<file path="src/rtl/wfm_trigger_mc.sv">
// Multi-channel waveform trigger: per-channel threshold and discriminator capture,
// edge-detected source arbitration with holdoff and a saturating suppressed-trigger count.
module wfm_trigger_mc #(
   parameter int unsigned P_N_CHAN        = 4,
   parameter int unsigned P_ADC_WIDTH     = 12,
   parameter int unsigned P_DISCR_WIDTH   = 8,
   parameter int unsigned P_HOLDOFF_WIDTH = 16,
   parameter int unsigned P_CNT_WIDTH     = 16
) (
   input  logic                                clk,
   input  logic                                rst,
   input  logic [P_N_CHAN*P_ADC_WIDTH-1:0]     adc_stream_in,
   input  logic [P_N_CHAN*P_DISCR_WIDTH-1:0]   discr_stream_in,
   output logic [P_N_CHAN*P_ADC_WIDTH-1:0]     adc_stream_out,
   output logic [P_N_CHAN*P_DISCR_WIDTH-1:0]   discr_stream_out,
   input  logic [P_ADC_WIDTH-1:0]              thr,
   input  logic                                gt,
   input  logic                                et,
   input  logic                                lt,
   input  logic [P_N_CHAN-1:0]                 chan_mask,
   input  logic [$clog2(P_N_CHAN+1)-1:0]       mult_min,
   input  logic                                thresh_trig_en,
   input  logic                                discr_trig_en,
   input  logic                                ext_trig_en,
   input  logic                                discr_trig_pol,
   input  logic                                run,
   input  logic                                ext_run,
   input  logic [P_HOLDOFF_WIDTH-1:0]          holdoff,
   input  logic                                cnt_clr,
   output logic                                trig,
   output logic [1:0]                          trig_src,
   output logic [P_N_CHAN-1:0]                 trig_chan,
   output logic                                thresh_tot,
   output logic                                holdoff_active,
   output logic [P_CNT_WIDTH-1:0]              suppressed_cnt
);

   localparam int unsigned MW = $clog2(P_N_CHAN + 1);
   localparam logic [1:0] SRC_THRESH = 2'd0;
   localparam logic [1:0] SRC_EXT    = 2'd1;
   localparam logic [1:0] SRC_SW     = 2'd2;
   localparam logic [1:0] SRC_DISCR  = 2'd3;

   logic [P_N_CHAN-1:0]               thr_c, dsc_c, thr_q, dsc_q, thr_m;
   logic                              run_q, ext_q;
   logic [P_N_CHAN*P_ADC_WIDTH-1:0]   adc_d1;
   logic [P_N_CHAN*P_DISCR_WIDTH-1:0] discr_d1;
   logic                              mcond_p, dcond_p, run_p, ext_p;
   logic [MW-1:0]                     pop, min_eff;
   logic                              mcond, dcond;
   logic                              c_thr, c_ext, c_sw, c_dsc, any_c, busy;
   logic [1:0]                        src_c;
   logic [P_HOLDOFF_WIDTH-1:0]        hcnt;

   // Stage-1 per-channel compare and discriminator activity
   always_comb begin
      thr_c = '0;
      dsc_c = '0;
      for (int unsigned c = 0; c < P_N_CHAN; c++) begin
         thr_c[c] = (gt && (adc_stream_in[c*P_ADC_WIDTH +: P_ADC_WIDTH] >  thr)) ||
                    (et && (adc_stream_in[c*P_ADC_WIDTH +: P_ADC_WIDTH] == thr)) ||
                    (lt && (adc_stream_in[c*P_ADC_WIDTH +: P_ADC_WIDTH] <  thr));
         dsc_c[c] = |(discr_stream_in[c*P_DISCR_WIDTH +: P_DISCR_WIDTH] ~^
                      {P_DISCR_WIDTH{discr_trig_pol}});
      end
   end

   // Stage-2 conditions, rising-edge candidates and priority pick
   always_comb begin
      thr_m   = thr_q & chan_mask;
      pop     = '0;
      for (int unsigned c = 0; c < P_N_CHAN; c++) begin
         pop = pop + MW'(thr_m[c]);
      end
      min_eff = (mult_min == '0) ? MW'(1) : mult_min;
      mcond   = (pop >= min_eff);
      dcond   = |(dsc_q & chan_mask);
      c_thr   = mcond & ~mcond_p & thresh_trig_en;
      c_ext   = ext_q & ~ext_p & ext_trig_en;
      c_sw    = run_q & ~run_p;
      c_dsc   = dcond & ~dcond_p & discr_trig_en;
      any_c   = c_thr | c_ext | c_sw | c_dsc;
      busy    = (hcnt != '0);
      src_c   = SRC_THRESH;
      if (c_sw)       src_c = SRC_SW;
      else if (c_ext) src_c = SRC_EXT;
      else if (c_dsc) src_c = SRC_DISCR;
   end

   // History resets high so a condition already true at release cannot fire
   always_ff @(posedge clk) begin
      if (rst) begin
         thr_q            <= '1;
         dsc_q            <= '1;
         run_q            <= 1'b1;
         ext_q            <= 1'b1;
         mcond_p          <= 1'b1;
         dcond_p          <= 1'b1;
         run_p            <= 1'b1;
         ext_p            <= 1'b1;
         adc_d1           <= '0;
         discr_d1         <= '0;
         adc_stream_out   <= '0;
         discr_stream_out <= '0;
         trig             <= 1'b0;
         trig_src         <= '0;
         trig_chan        <= '0;
         thresh_tot       <= 1'b0;
         holdoff_active   <= 1'b0;
         hcnt             <= '0;
         suppressed_cnt   <= '0;
      end else begin
         thr_q            <= thr_c;
         dsc_q            <= dsc_c;
         run_q            <= run;
         ext_q            <= ext_run;
         mcond_p          <= mcond;
         dcond_p          <= dcond;
         run_p            <= run_q;
         ext_p            <= ext_q;
         adc_d1           <= adc_stream_in;
         discr_d1         <= discr_stream_in;
         adc_stream_out   <= adc_d1;
         discr_stream_out <= discr_d1;
         thresh_tot       <= |thr_m;
         holdoff_active   <= busy;
         trig             <= any_c & ~busy;
         if (any_c && !busy) begin
            trig_src  <= src_c;
            trig_chan <= thr_m;
            hcnt      <= holdoff;
         end else if (busy) begin
            hcnt <= hcnt - P_HOLDOFF_WIDTH'(1);
         end
         // Discards during holdoff are counted per cycle, not per source
         if (cnt_clr) begin
            suppressed_cnt <= P_CNT_WIDTH'(any_c & busy);
         end else if (any_c && busy && (suppressed_cnt != '1)) begin
            suppressed_cnt <= suppressed_cnt + P_CNT_WIDTH'(1);
         end
      end
   end

endmodule

</file>
<file path="config.mk">
export PLATFORM = sky130hd
export DESIGN_NAME = wfm_trigger_mc
export DESIGN_NICKNAME = d
export VERILOG_FILES = /design/src/rtl/wfm_trigger_mc.sv
export SDC_FILE = /design/constraint.sdc
export NUM_CORES = 1
export LEC_CHECK = 0
export ABC_AREA = 1
export CAP_MARGIN = 20
export CELL_PAD_IN_SITES_DETAIL_PLACEMENT = 1
export CELL_PAD_IN_SITES_GLOBAL_PLACEMENT = 2
export CORE_MARGIN = 1.5
export CORE_UTILIZATION = 27
export CTS_CLUSTER_SIZE = 30
export DETAILED_ROUTE_END_ITERATION = 12
export PLACE_DENSITY_LB_ADDON = 0.1
export SLEW_MARGIN = 20
export SYNTH_ARGS = -nofsm -noshare
export SYNTH_HDL_FRONTEND = slang
export SYNTH_SLANG_ARGS = --single-unit
</file>
<file path="constraint.sdc">
create_clock -name clk -period 3.55 [get_ports clk]
set_input_delay 0.5325 -clock clk [delete_from_list [all_inputs] [get_ports clk]]
set_output_delay 0.5325 -clock clk [all_outputs]
set_load 0.02 [all_outputs]
</file>
# After elaboration in Yosys (flattened, before gate mapping)
# Cells that the tools add are included.
# W data, S select, Z words.
[op_classes]
addsub = 5
magnitude_cmp = 9
eq_ne = 5
n_mux = 8
n_bitwise = 23
n_reduce_logical = 34
[op_table]
columns = ["op", "count"]
rows = [
  ["$mux W16", 4],
  ["$eq A12 B12 Y1", 4],
  ["$gt A12 B12 Y1", 4],
  ["$lt A12 B12 Y1", 4],
  ["$reduce_or A8 Y1", 4],
  ["$xnor A8 B8 Y8", 4],
  ["$add A16 B1 Y16 const B", 1],
  ["$ne A16 B16 Y1 const B", 1],
  ["$reduce_bool A16 Y1", 1],
  ["$sub A16 B1 Y16 const B", 1],
  ["$logic_and A1 B1 Y1", 15],
  ["$and A1 B1 Y1", 9],
  ["$and A4 B4 Y4", 2],
  ["$logic_or A1 B1 Y1", 8],
  ["$reduce_or A4 Y1", 2],
  ["$mux W2", 3],
  ["$not A1 Y1", 5],
  ["$reduce_bool A2 Y1", 2],
  ["$add A2 B1 Y3", 1],
  ["$add A3 B1 Y3", 1],
  ["$ge A3 B3 Y1", 1],
  ["$logic_not A3 Y1", 1],
  ["$mux W3", 1],
  ["$or A1 B1 Y1", 3],
  ["other kinds (2)", 2],
]
[word_totals]
ff_bits = 215
input_bits = 127
elab_cells = 103

# Logic depth before layout (Yosys ltp)
# Gate-level depths: netlist of run 1.
[depth]
ltp_word = 14
ltp_mapped = 18
depth_no_buf = 18

# Worst setup path before layout of run 1
# OpenSTA, ideal clock, no wires.
[synth_timing]
path_kind = "input-to-reg"
start = "input chan_mask[1]"
end = "register suppressed_cnt[5]"
setup_time_ps = 132
arrival_ps = 2798
required_time_ps = 3418
path_slack_ps = 620
cell_stages = 17
path_buffers = 1
path_cell_list = "nand2_1 -> inv_1 -> fa_1 -> ha_1 -> ha_1 -> ha_1 -> nand2_1 -> inv_1 -> nand2_1 -> nand2_1 -> a21oi_1 -> nand2_1 -> nand3_4 -> nand2_4 -> buf_6 -> nand2_1 -> a21oi_1"
[synth_between]
elab_chain_len = 13
elab_cells_between_ends = 17
[synth_lines]
columns = ["element", "line", "rtl"]
rows = [
  ["from (decl)", "20", "input logic [P_N_CHAN-1:0] chan_mask,"],
  ["$and A4 B4 Y4", "70", "thr_m = thr_q & chan_mask;"],
  ["net thr_m[1]", "44", "logic [P_N_CHAN-1:0] thr_c, dsc_c, thr_q, dsc_q, thr_m;"],
  ["$add A1 B1 Y2", "73", "pop = pop + MW'(thr_m[c]);"],
  ["$add A2 B1 Y3", "73", ""],
  ["$add A3 B1 Y3", "73", ""],
  ["$ge A3 B3 Y1", "76", "mcond = (pop >= min_eff);"],
  ["$and A1 B1 Y1 (2 in series)", "78", "c_thr = mcond & ~mcond_p & thresh_trig_en;"],
  ["$or A1 B1 Y1 (3 in series)", "82", "any_c = c_thr | c_ext | c_sw | c_dsc;"],
  ["$logic_and A1 B1 Y1 (2 in series)", "138", "end else if (any_c && busy && (suppressed_cnt != '1)) begin"],
  ["$reduce_bool A2 Y1 (no line)", "-", ""],
  ["to (signal assigned)", "137", "suppressed_cnt <= P_CNT_WIDTH'(any_c & busy);"],
  ["to (signal assigned)", "139", "suppressed_cnt <= suppressed_cnt + P_CNT_WIDTH'(1);"],
  ["to (decl)", "35", "output logic [P_CNT_WIDTH-1:0] suppressed_cnt"],
]
# The timed path passes the listed nets, and every way through them passes these cells.
# A chain may end at the register's enable or synchronous reset.

# Worst setup path after layout of run 1
[layout_timing]
start = "input chan_mask[1]"
end = "register hcnt[13]"
[layout_between]
elab_chain_len = 12
elab_cells_between_ends = 17
[layout_lines]
columns = ["element", "line", "rtl"]
rows = [
  ["$and A4 B4 Y4 *", "70", ""],
  ["net thr_m[1]", "44", ""],
  ["$add A1 B1 Y2 *", "73", ""],
  ["$add A2 B1 Y3 *", "73", ""],
  ["$add A3 B1 Y3 *", "73", ""],
  ["$ge A3 B3 Y1 *", "76", ""],
  ["$and A1 B1 Y1 * (2 in series)", "78", ""],
  ["$or A1 B1 Y1 * (3 in series)", "82", ""],
  ["$logic_and A1 B1 Y1 *", "128", "if (any_c && !busy) begin"],
  ["$mux W16 or $reduce_bool A2 Y1 (tied branches)", "-", ""],
  ["to (signal assigned)", "131", "hcnt <= holdoff;"],
  ["to (signal assigned)", "133", "hcnt <= hcnt - P_HOLDOFF_WIDTH'(1);"],
  ["to (decl)", "53", "logic [P_HOLDOFF_WIDTH-1:0] hcnt;"],
]
# The timed path passes the listed nets; every way through them passes the cells marked *.

==> results.cfg, run 1 <==
[cells_and_area]
nNetsFinal = 1544
drive_gt1_share_pct = 6.45
layout-area-overhead-vs-synth_pct = 43.0
utilization_pct = 39.5
multiInputGateArea_um2 = 3430
regArea_um2 = 4300
postLayoutCellArea_um2 = 12500
fillers = 3772
finalNonFillerCells = 1784

[worst_hold_path]
hold_path.class = reg2reg
min-delay-start = adc_d1[13]

[worst_setup_path]
path_max_fanout = 6
start_kind = input pin
cpPeakStageDelay_ns = 0.50
cp_data_required_time_ns = 3.96
r2r-start = thr_q[1]
reg2reg_setup_slack_ns = 0.53
crit_start = chan_mask[1]
worstPathArrival_ns = 3.48
crit_path_end_kind = register
cp_common_cell = nand2_1
crit_end = hcnt[13]
slowest_stage = fa_1
reg2reg_depth = 17
cp_cell_sequence = clkdlybuf4s50_1, nand2_1, inv_1, fa_1, ha_1, ha_1, ha_1, nand2_1, inv_1, nand2_1, nand2_1, a21oi_1, nand2_1, buf_4, nand2_2, o211ai_1, nand2_1, nor2_1
worstSetupPathType = in2reg
worstReg2RegEnd = hcnt[13]

[sta]
min_period_ns = 3.07
fmax_mhz = 326
slew_headroom_pct = 55.5
drv_slew = 0
grt_setup_unrepaired = no
finClkSkew_ns = 0.00961
hold_viol_final = 0
period_share_pct = 86.4
setup_violations = 0
worst_pin_slew_ns = 0.665

[pwr]
p_total_mw = 7.13
power.leakage_nw = 5.65
peakVddDrop_v = 0.000321
power.density_nw_per_um2 = 569

[clocking]
clkTransAtPathRegs_ns = 0.06
cts_resized = 0
root_buffer = clkbuf_16
clkLatencyLatePin_ns = 0.55
cts-hold-fix-buffers = 0
post-cts-setup-buffers = 0
clk_path_buf_depth = 3
htree_levels = 1
cts.sinks = 215
cts_tree = built
cts_buffers = 27

[floorplan]
fp.coreArea_um2 = 31700
dieWidth_um = 183
die_h_um = 183
die_area_um2 = 33500
start_util_pct = 27.6
fp-row-count = 65
io_pins = 232

[placement]
portBuffers = 231
placed_cells = 1733
dp.final_hpwl_mm = 20.3
placed_area_um2 = 11600
place_congestion = 0.763

[yosys]
yosysTopAreaCell = dfxtp_1
syn-instance-count = 1109
synth.area.top_cells = dfxtp_1 49%, inv_1 10%, nor2_1 9.5%
synth_fp_nets = 1293
synth_seq_area_share_pct = 49.2
avgSynthCellArea_um2 = 7.90
synth_top_area_share_pct = 49.2
synth.ff_latch_count = 215
syn-cell-area_um2 = 8760
ys_warn_count = 0
yosysUniqueCellTypes = 38

[detailed_routing]
vias = 7627
drc = 0
routed_wl_mm = 26.8
wire_per_inst_um = 15.0
drt_iter0_markers = 187
first_pass_iters = 4
via_per_inst = 4.28
antenna_left = 0

[global_route]
gr-total-overflow = 0
grt_max_degree = 66
grt-busiest-layer = met2
grt_pass1_vias = 7765
gr-usage-met1_pct = 20.9
grtUsageMet3_pct = 4.45
track_usage_pct = 16.1
antenna_found_initial = 1
grt_use_met2_pct = 26.3
grt_pass1_wl_mm = 42.2

[flow_run]
cap_violations = 0

[outcome]
status = finished clean
==> logic make-up (layout without fill, tap and decap cells) <==
kind of cell | after synthesis | in the layout | synth area share [%]
simple gates | 458 | 458 | 23.1
buf+inv | 265 | 536 | 11.7
flops | 215 | 215 | 49.2
compound gates | 96 | 96 | 5.99
fa+ha+maj | 57 | 57 | 8.23
xor+xnor | 18 | 18 | 1.80
other cells | 0 | 2 | 0
==> critical path: cells and delay by family <==
kind	cells	cell delay [ns]
adder cells (fa/ha/maj)	4	1.26
buffers and inverters	4	0.72
AO/OA/AOI/OAI	2	0.25
AND/OR/NAND/NOR	8	0.70
==> layer usage <==
| metal | vias to the layer above | share of wire [%] |
|---|---|---|
| li1 | 3914 | - |
| met1 | 3516 | 47 |
| met2 | 167 | 44 |
| met3 | 30 | 6.6 |
| met4 | 0 | 2.1 |
| met5 | - | 0 |
==> placed cells by master, fill, tap and decap left out, types with 20 or more instances in the layout <==
cell type	n
nand4_1	20
clkbuf_16	27
nor2_1	221
nand3_1	46
o21ai_0	24
nor3_1	23
ha_1	56
nand2_1	117
clkdlybuf4s50_1	230
dfxtp_1	215
a21oi_1	48
inv_1	237
==> synth_stat cells (all sizes together) <==
cell type and instances:
nor2 231, nor3 24, o21ai 29, o31ai 4, a211oi 4, o22ai 1
ha 56, xor2 14, nand2 122, xnor2 4, o211ai 1, or2 3
nor3b 1, nand3 50, dfxtp 215, o21bai 1, buf 4, a21oi 48
a31oi 5, o41ai 3, inv 237, clkbuf 24, nand4 22, fa 1
nor4 4, nand3b 1
==> state kept, by name (all words and copies together), names as in the netlist, 4 cells and up <==
signal / count
dsc_q: 4
discr_d1: 32
trig_chan: 4
adc_d1: 48
adc_stream_out: 48
thr_q: 4
discr_stream_out: 32
suppressed_cnt: 16
hcnt: 16
==> power breakdown <==
group	internal, mW	total, mW	leakage [nW]	switching, mW
Clock	1.76	2.86	0.465	1.10
Sequential	2.60	2.70	1.77	0.105
Combinational	0.645	1.56	3.42	0.916
Total	5.01	7.13	5.65	2.12
==> through the flow <==
stage               hold slack (ns)  setup WS (ns)  TNS, ns
floorplan                     0.388          0.620        0
global placement              0.390        -0.0396   -0.371
detailed placement            0.395         -0.104    -1.05
CTS                           0.402          0.480        0
global route                  0.415          0.187        0
finish                        0.400          0.482        0
==> layout make-up <==
type                    count  share of cell area [%]
multi-input cells         629                    27.4
well taps                 402                    4.02
flip-flops and latches    215                    34.4
clock buffers              39                    6.32
clock inverters            10                    1.12
repair buffers            250                    19.6
inverters                 237                    7.11
diodes                      2                  0.0400
==> worst min path at each step <==
| stage | slack, ns | end | cells past startpoint |
|---|---|---|---|
| 6_report | 0.40 | adc_stream_out[13] | 2 |
| 5_1_grt | 0.42 | discr_stream_out[17] | 2 |
| 4_1_cts | 0.40 | adc_d1[39] | 2 |
| 3_5_place_dp | 0.40 | adc_stream_out[3] | 2 |
| 3_3_place_gp | 0.39 | discr_stream_out[21] | 2 |
| 2_1_floorplan | 0.39 | adc_stream_out[0] | 2 |
Note: power is estimated with default switching activity, not from simulation.
==> run 2, diff against run 1 <==
- SETUP_SLACK_MARGIN: not set -> 0.5
==> run 2 against run 1 <==
  * Sequential power is essentially flat
  * Utilization grew 0.45 points
  * Count of clock-buffer cells in the layout is the same
  * Global-route usage is the same
  * Register-to-register slack gained 0.14 ns
  * Worst hold slack lost 0.0014 ns
  * Die area is the same
  * Combinational power grew 4%
  * Critical path type is now reg2reg
  * Largest power group unchanged
==> results.cfg, run 2 (synthesized netlist as in run 1, its figures left out) <==
[floorplan]
dieWidth_um = 183
fp-row-count = 65
io_pins = 232
start_util_pct = 27.6
die_h_um = 183
die_area_um2 = 33500
fp.coreArea_um2 = 31700

[placement]
dp.final_hpwl_mm = 20.3
placed_area_um2 = 11600
placed_cells = 1733
place_congestion = 0.763
portBuffers = 231

[worst_setup_path]
worstReg2RegEnd = suppressed_cnt[1]
crit_end = suppressed_cnt[1]
worstSetupPathType = reg2reg
cp_data_required_time_ns = 3.98
reg2reg_setup_slack_ns = 0.67
reg2reg_depth = 17
path_max_fanout = 5
crit_start = thr_q[1]
worstPathArrival_ns = 3.31
start_kind = register
r2r-start = thr_q[1]
crit_path_end_kind = register

[cells_and_area]
drive_gt1_share_pct = 8.30
nNetsFinal = 1550
finalNonFillerCells = 1790
layout-area-overhead-vs-synth_pct = 44.6
utilization_pct = 39.9
final_common_cell = inv_1
final_cell_mix = 236 x inv_1, 227 x clkdlybuf4s50_1, 220 x nor2_1, 214 x dfxtp_1, 106 x nand2_1
postLayoutCellArea_um2 = 12700
fillers = 3767
biggestRegsByFlops = adc_d1: 48 flops, adc_stream_out: 48 flops

[pwr]
power.leakage_nw = 5.73
pwr-share-comb_pct = 22.5
seqPwrFrac_pct = 37.7
power.density_nw_per_um2 = 567
pwr-share-clk_pct = 39.8
p_total_mw = 7.18
p_sw_share_pct = 29.8
p_sw_mw = 2.14
internal-power_mw = 5.04
peakVddDrop_v = 0.000321

[global_route]
gr-total-overflow = 0
grt_pass1_wl_mm = 42.2
track_usage_pct = 16.1
antenna_found_initial = 1
grt_max_degree = 66
grt_pass1_vias = 7765

[sta]
hold_viol_final = 0
drv_slew = 0
hold_slack_ns = 0.398
finClkSkew_ns = 0.00809
setup_violations = 0
min_period_ns = 2.88
fmax_mhz = 347
slew_headroom_pct = 54.1
period_share_pct = 81.1
grt_setup_unrepaired = no
worst_pin_slew_ns = 0.687

[detailed_routing]
drt_iter0_markers = 181
via_per_inst = 4.29
antenna_left = 0
drc = 0
first_pass_iters = 4
wire_per_inst_um = 15.1
routed_wl_mm = 27.1
vias = 7679

[clocking]
clk_path_buf_depth = 3
clkTransAtPathRegs_ns = 0.06
clkLatencyLatePin_ns = 0.54
cts-hold-fix-buffers = 0
root_buffer = clkbuf_16
cts_tree = built
cts.sinks = 215
htree_levels = 1
cts_buffers = 27

[worst_hold_path]
hold_path.class = reg2reg

[outcome]
status = finished clean

[flow_run]
cap_violations = 0
## run 2: layout make-up
class,count,area [um^2],area share (%)
inverters,237,890,7.03
well taps,402,503,3.97
flip-flops and latches,215,4310,34.0
diodes,2,5.00,0.0395
repair buffers,256,2520,19.9
multi-input cells,629,3500,27.6
clock buffers,39,791,6.25
clock inverters,10,140,1.11
## run 2: worst min path at each step
stage                                      end    startpoint  cells after the start  slack [ns]
after floorplan              adc_stream_out[0]     adc_d1[0]                      2        0.39
after global placement    discr_stream_out[21]  discr_d1[21]                      2        0.39
after detailed placement     adc_stream_out[3]     adc_d1[3]                      2        0.40
after CTS                           adc_d1[39]           rst                      2        0.40
after global routing              trig_chan[0]  chan_mask[0]                      4        0.40
final                      discr_stream_out[1]   discr_d1[1]                      2        0.40
## run 2: stage by stage
step                      worst slack [ns]  TNS [ns]
after floorplan                      0.620         0
after global placement             -0.0396    -0.371
after detailed placement            -0.104     -1.05
after CTS                            0.532         0
after global routing                 0.483         0
final                                0.670         0
## run 2: power by group through the flow
| stage | Sequential [mW] | Combinational, mW | Clock (mW) |
|---|---|---|---|
| final | 2.71 | 1.62 | 2.86 |
| after global routing | 2.73 | 1.83 | 3.05 |
| after CTS | 2.71 | 1.58 | 2.97 |
| after detailed placement | 2.76 | 1.57 | 0 |
| after global placement | 2.76 | 1.56 | 0 |
| after floorplan | 2.79 | 0.950 | 0 |
## run 2: worst max-delay path, stage by stage (launching register included)
cell and delay (ns):
dfxtp_4 0.36, nand2_2 0.07, inv_1 0.05, fa_1 0.50, ha_2 0.20, ha_1 0.27, ha_1 0.27, nand2_1 0.05
inv_1 0.06, nand2_2 0.05, nand2_2 0.07, a21oi_2 0.06, nand2_2 0.14, nand3_4 0.11, buf_4 0.18, buf_4 0.13
o21ai_0 0.16, a21oi_1 0.06
## run 2: routing by layer
| layer | GRT usage [%] | wire length, um |
|---|---|---|
| met1 | 20.9 | 12700 |
| met2 | 26.3 | 12000 |
| met3 | 4.45 | 1810 |
| met4 | 4.13 | 556 |
| met5 | 0 | 0 |
## run 2: what timing repair did
item	CTS	global route
setup endpoints to repair	2	37
resized for setup	1	30
pin swaps	0	12
buffers inserted	0	6
==> run 3, diff against run 2 <==
- CORE_UTILIZATION: 27 -> 25
- clock period: 3.55 -> 2.35 ns (I/O delays scaled with it)
==> run 3 against run 2 <==
  * The flow now finishes with violations (negative setup slack)
  * Die area increased by 7.9%
  * Global-route usage decreased by 0.44 points
  * Utilization is 1.5 points lower
  * Count of clock-buffer cells in the layout shrank 2
  * Worst hold slack lost 0.25 ns
  * Critical endpoint is now suppressed_cnt[9]
  * Flip-flop and latch count is the same
  * Critical path type unchanged
  * Final cell count increased by 3.5%
  * Final area is 4.7% higher
  * Sequential share of layout area is 1.5 points lower
  * Via count up 1.3%
  * Combinational power increased by 71%
  * Highest routed layer is now met5
  * Largest cell class unchanged
  * Setup slack worse by 1.0 ns
==> results.cfg, run 3 (synthesized netlist as in run 1, its figures left out) <==
[worst_setup_path]
crit_start = thr_q[3]
r2r-start = thr_q[3]
path_buf_inv = 3
path_max_fanout = 8
worstPathArrival_ns = 3.19
critPathTopFamily = adder cells
slowest_stage = fa_1
cp_cell_sequence = nand2_4, inv_2, fa_1, ha_4, ha_4, ha_4, nand2_2, inv_2, nand2_2, nand2_2, a21oi_2, nand2_4, nand3_4, buf_12, nand3_2, a21oi_2
cpPeakStageDelay_ns = 0.52
crit_path_end_kind = register
worstSetupPathType = reg2reg
start_kind = register
cp_data_required_time_ns = 2.82

[placement]
pre_cts_ws_ns = -1.02
placed_cells = 1791
dp.final_hpwl_mm = 21.4
place_congestion = 0.778
portBuffers = 231

[cells_and_area]
final_common_cell = inv_1
insertedDiodeCount = 0
drive_gt1_share_pct = 12.8
finalNonFillerCells = 1853
regArea_um2 = 4310
nNetsFinal = 1562
biggestRegsByFlops = adc_d1: 48 flops, adc_stream_out: 48 flops
final_cell_mix = 232 x inv_1, 214 x nor2_1, 211 x dfxtp_1, 152 x clkdlybuf4s50_1, 101 x nand2_1
multiInputGateArea_um2 = 3880
fillers = 4126
layout-area-overhead-vs-synth_pct = 51.4
utilization_pct = 38.4

[pwr]
peakVddDrop_v = 0.000506
power.density_nw_per_um2 = 865
p_total_mw = 11.5
pwr-share-comb_pct = 24.2
seqPwrFrac_pct = 35.7
p_sw_share_pct = 30.0
power.leakage_nw = 6.44
pwr-share-clk_pct = 40.1
p_sw_mw = 3.44
internal-power_mw = 8.03

[clocking]
clkLatencyLatePin_ns = 0.54
cts_buffers = 27
htree_levels = 1
clkTransAtPathRegs_ns = 0.06
cts_tree = built
root_buffer = clkbuf_16
clk_path_buf_depth = 3
cts.sinks = 215

[sta]
slew_headroom_pct = 39.6
period_share_pct = 116
worst_pin_slew_ns = 0.905
hold_viol_final = 0
worst_slack_ns = -0.368
finClkSkew_ns = 0.00591
min_period_ns = 2.72
setup_violations = 39
drv_slew = 0
fmax_mhz = 368
grt_setup_unrepaired = yes

[worst_hold_path]
min-delay-start = rst
hold_path.class = in2reg

[global_route]
track_usage_pct = 15.7
grt_pass1_vias = 8047
grt_pass1_wl_mm = 44.2
antenna_found_initial = 2
grt_max_degree = 108
gr-total-overflow = 0

[detailed_routing]
drc = 0
antenna_left = 0
wire_per_inst_um = 15.3
vias = 7779
via_per_inst = 4.20
drt_iter0_markers = 158
first_pass_iters = 4
routed_wl_mm = 28.3

[floorplan]
dieWidth_um = 190
fp.coreArea_um2 = 34500
io_pins = 232
start_util_pct = 25.3
die_area_um2 = 36200
fp-row-count = 68
die_h_um = 190

[outcome]
status = finished with violations
violations = negative setup slack

[flow_run]
cap_violations = 0
-- run 3: cell count changes in the layout (fill, tap and decap cells not counted), sizes merged, moves of 3 or more --
cell,delta
clkdlybuf4s50,-75
dlymetal6s2s,+21
buf,+9
clkinv,-3
bufinv,+3
dlygate4sd2,+54
-- run 3: what timing repair did --
| item | CTS | global route |
|---|---|---|
| cloned | 3 | 0 |
| hold buffers | 0 | 0 |
| buffers inserted | 1 | 9 |
| resized for setup | 82 | 83 |
| setup endpoints to repair | 94 | 62 |
| pin swaps | 20 | 24 |
-- run 3: power by group through the flow --
stage                     clock (mW)  sequential (mW)  combinational [mW]
after floorplan                    0             4.22                1.51
after global placement             0             4.18                2.48
after detailed placement           0             4.18                2.50
after CTS                       4.76             4.10                2.62
after global routing            4.92             4.13                3.11
final                           4.60             4.10                2.77
-- run 3: final cells by class --
type                       count  share of cell area (%)
sequential                   215                    32.5
clock inverter                12                    1.68
timing repair buffer         265                    19.7
multi-input combinational    632                    29.3
clock buffer                  37                    5.83
inverter                     237                    6.71
tap                          455                    4.29
-- run 3: layer usage --
metal  global-route usage (%)  vias up  routed length, um
met5                        0        -                 11
met4                     3.45        2                515
met3                     4.54       46               2020
met2                     26.6      173              13200
met1                     19.6     3604              12600
li1                         -     3954                  -
-- run 3: worst register-to-register path: cells and delay by family, from the launching register on --
family                   cells  cell delay, ns
AND/OR/NAND/NOR              7            0.59
adder cells (fa/ha/maj)      4            1.16
flip-flops                   1            0.33
buffers and inverters        3            0.25
AO/OA/AOI/OAI                2            0.30
-- run 3: final timing paths --
kind	cells past startpoint	slack, ns	endpoint
max	16	-0.37	suppressed_cnt[9]
min	2	0.14	suppressed_cnt[10]
max reg2reg	16	-0.37	suppressed_cnt[9]
min reg2reg	2	0.40	adc_stream_out[3]
-- run 3: metrics by stage --
step                      cell area [um^2]  hold slack, ns  setup TNS (ns)
after global placement               11800           0.389          -34.71
after detailed placement             11800           0.395          -36.03
after global routing                 13300           0.130          -15.94
after CTS                            12900           0.109          -10.68
final                                13300           0.143          -11.12
after floorplan                       8870           0.388           -4.43
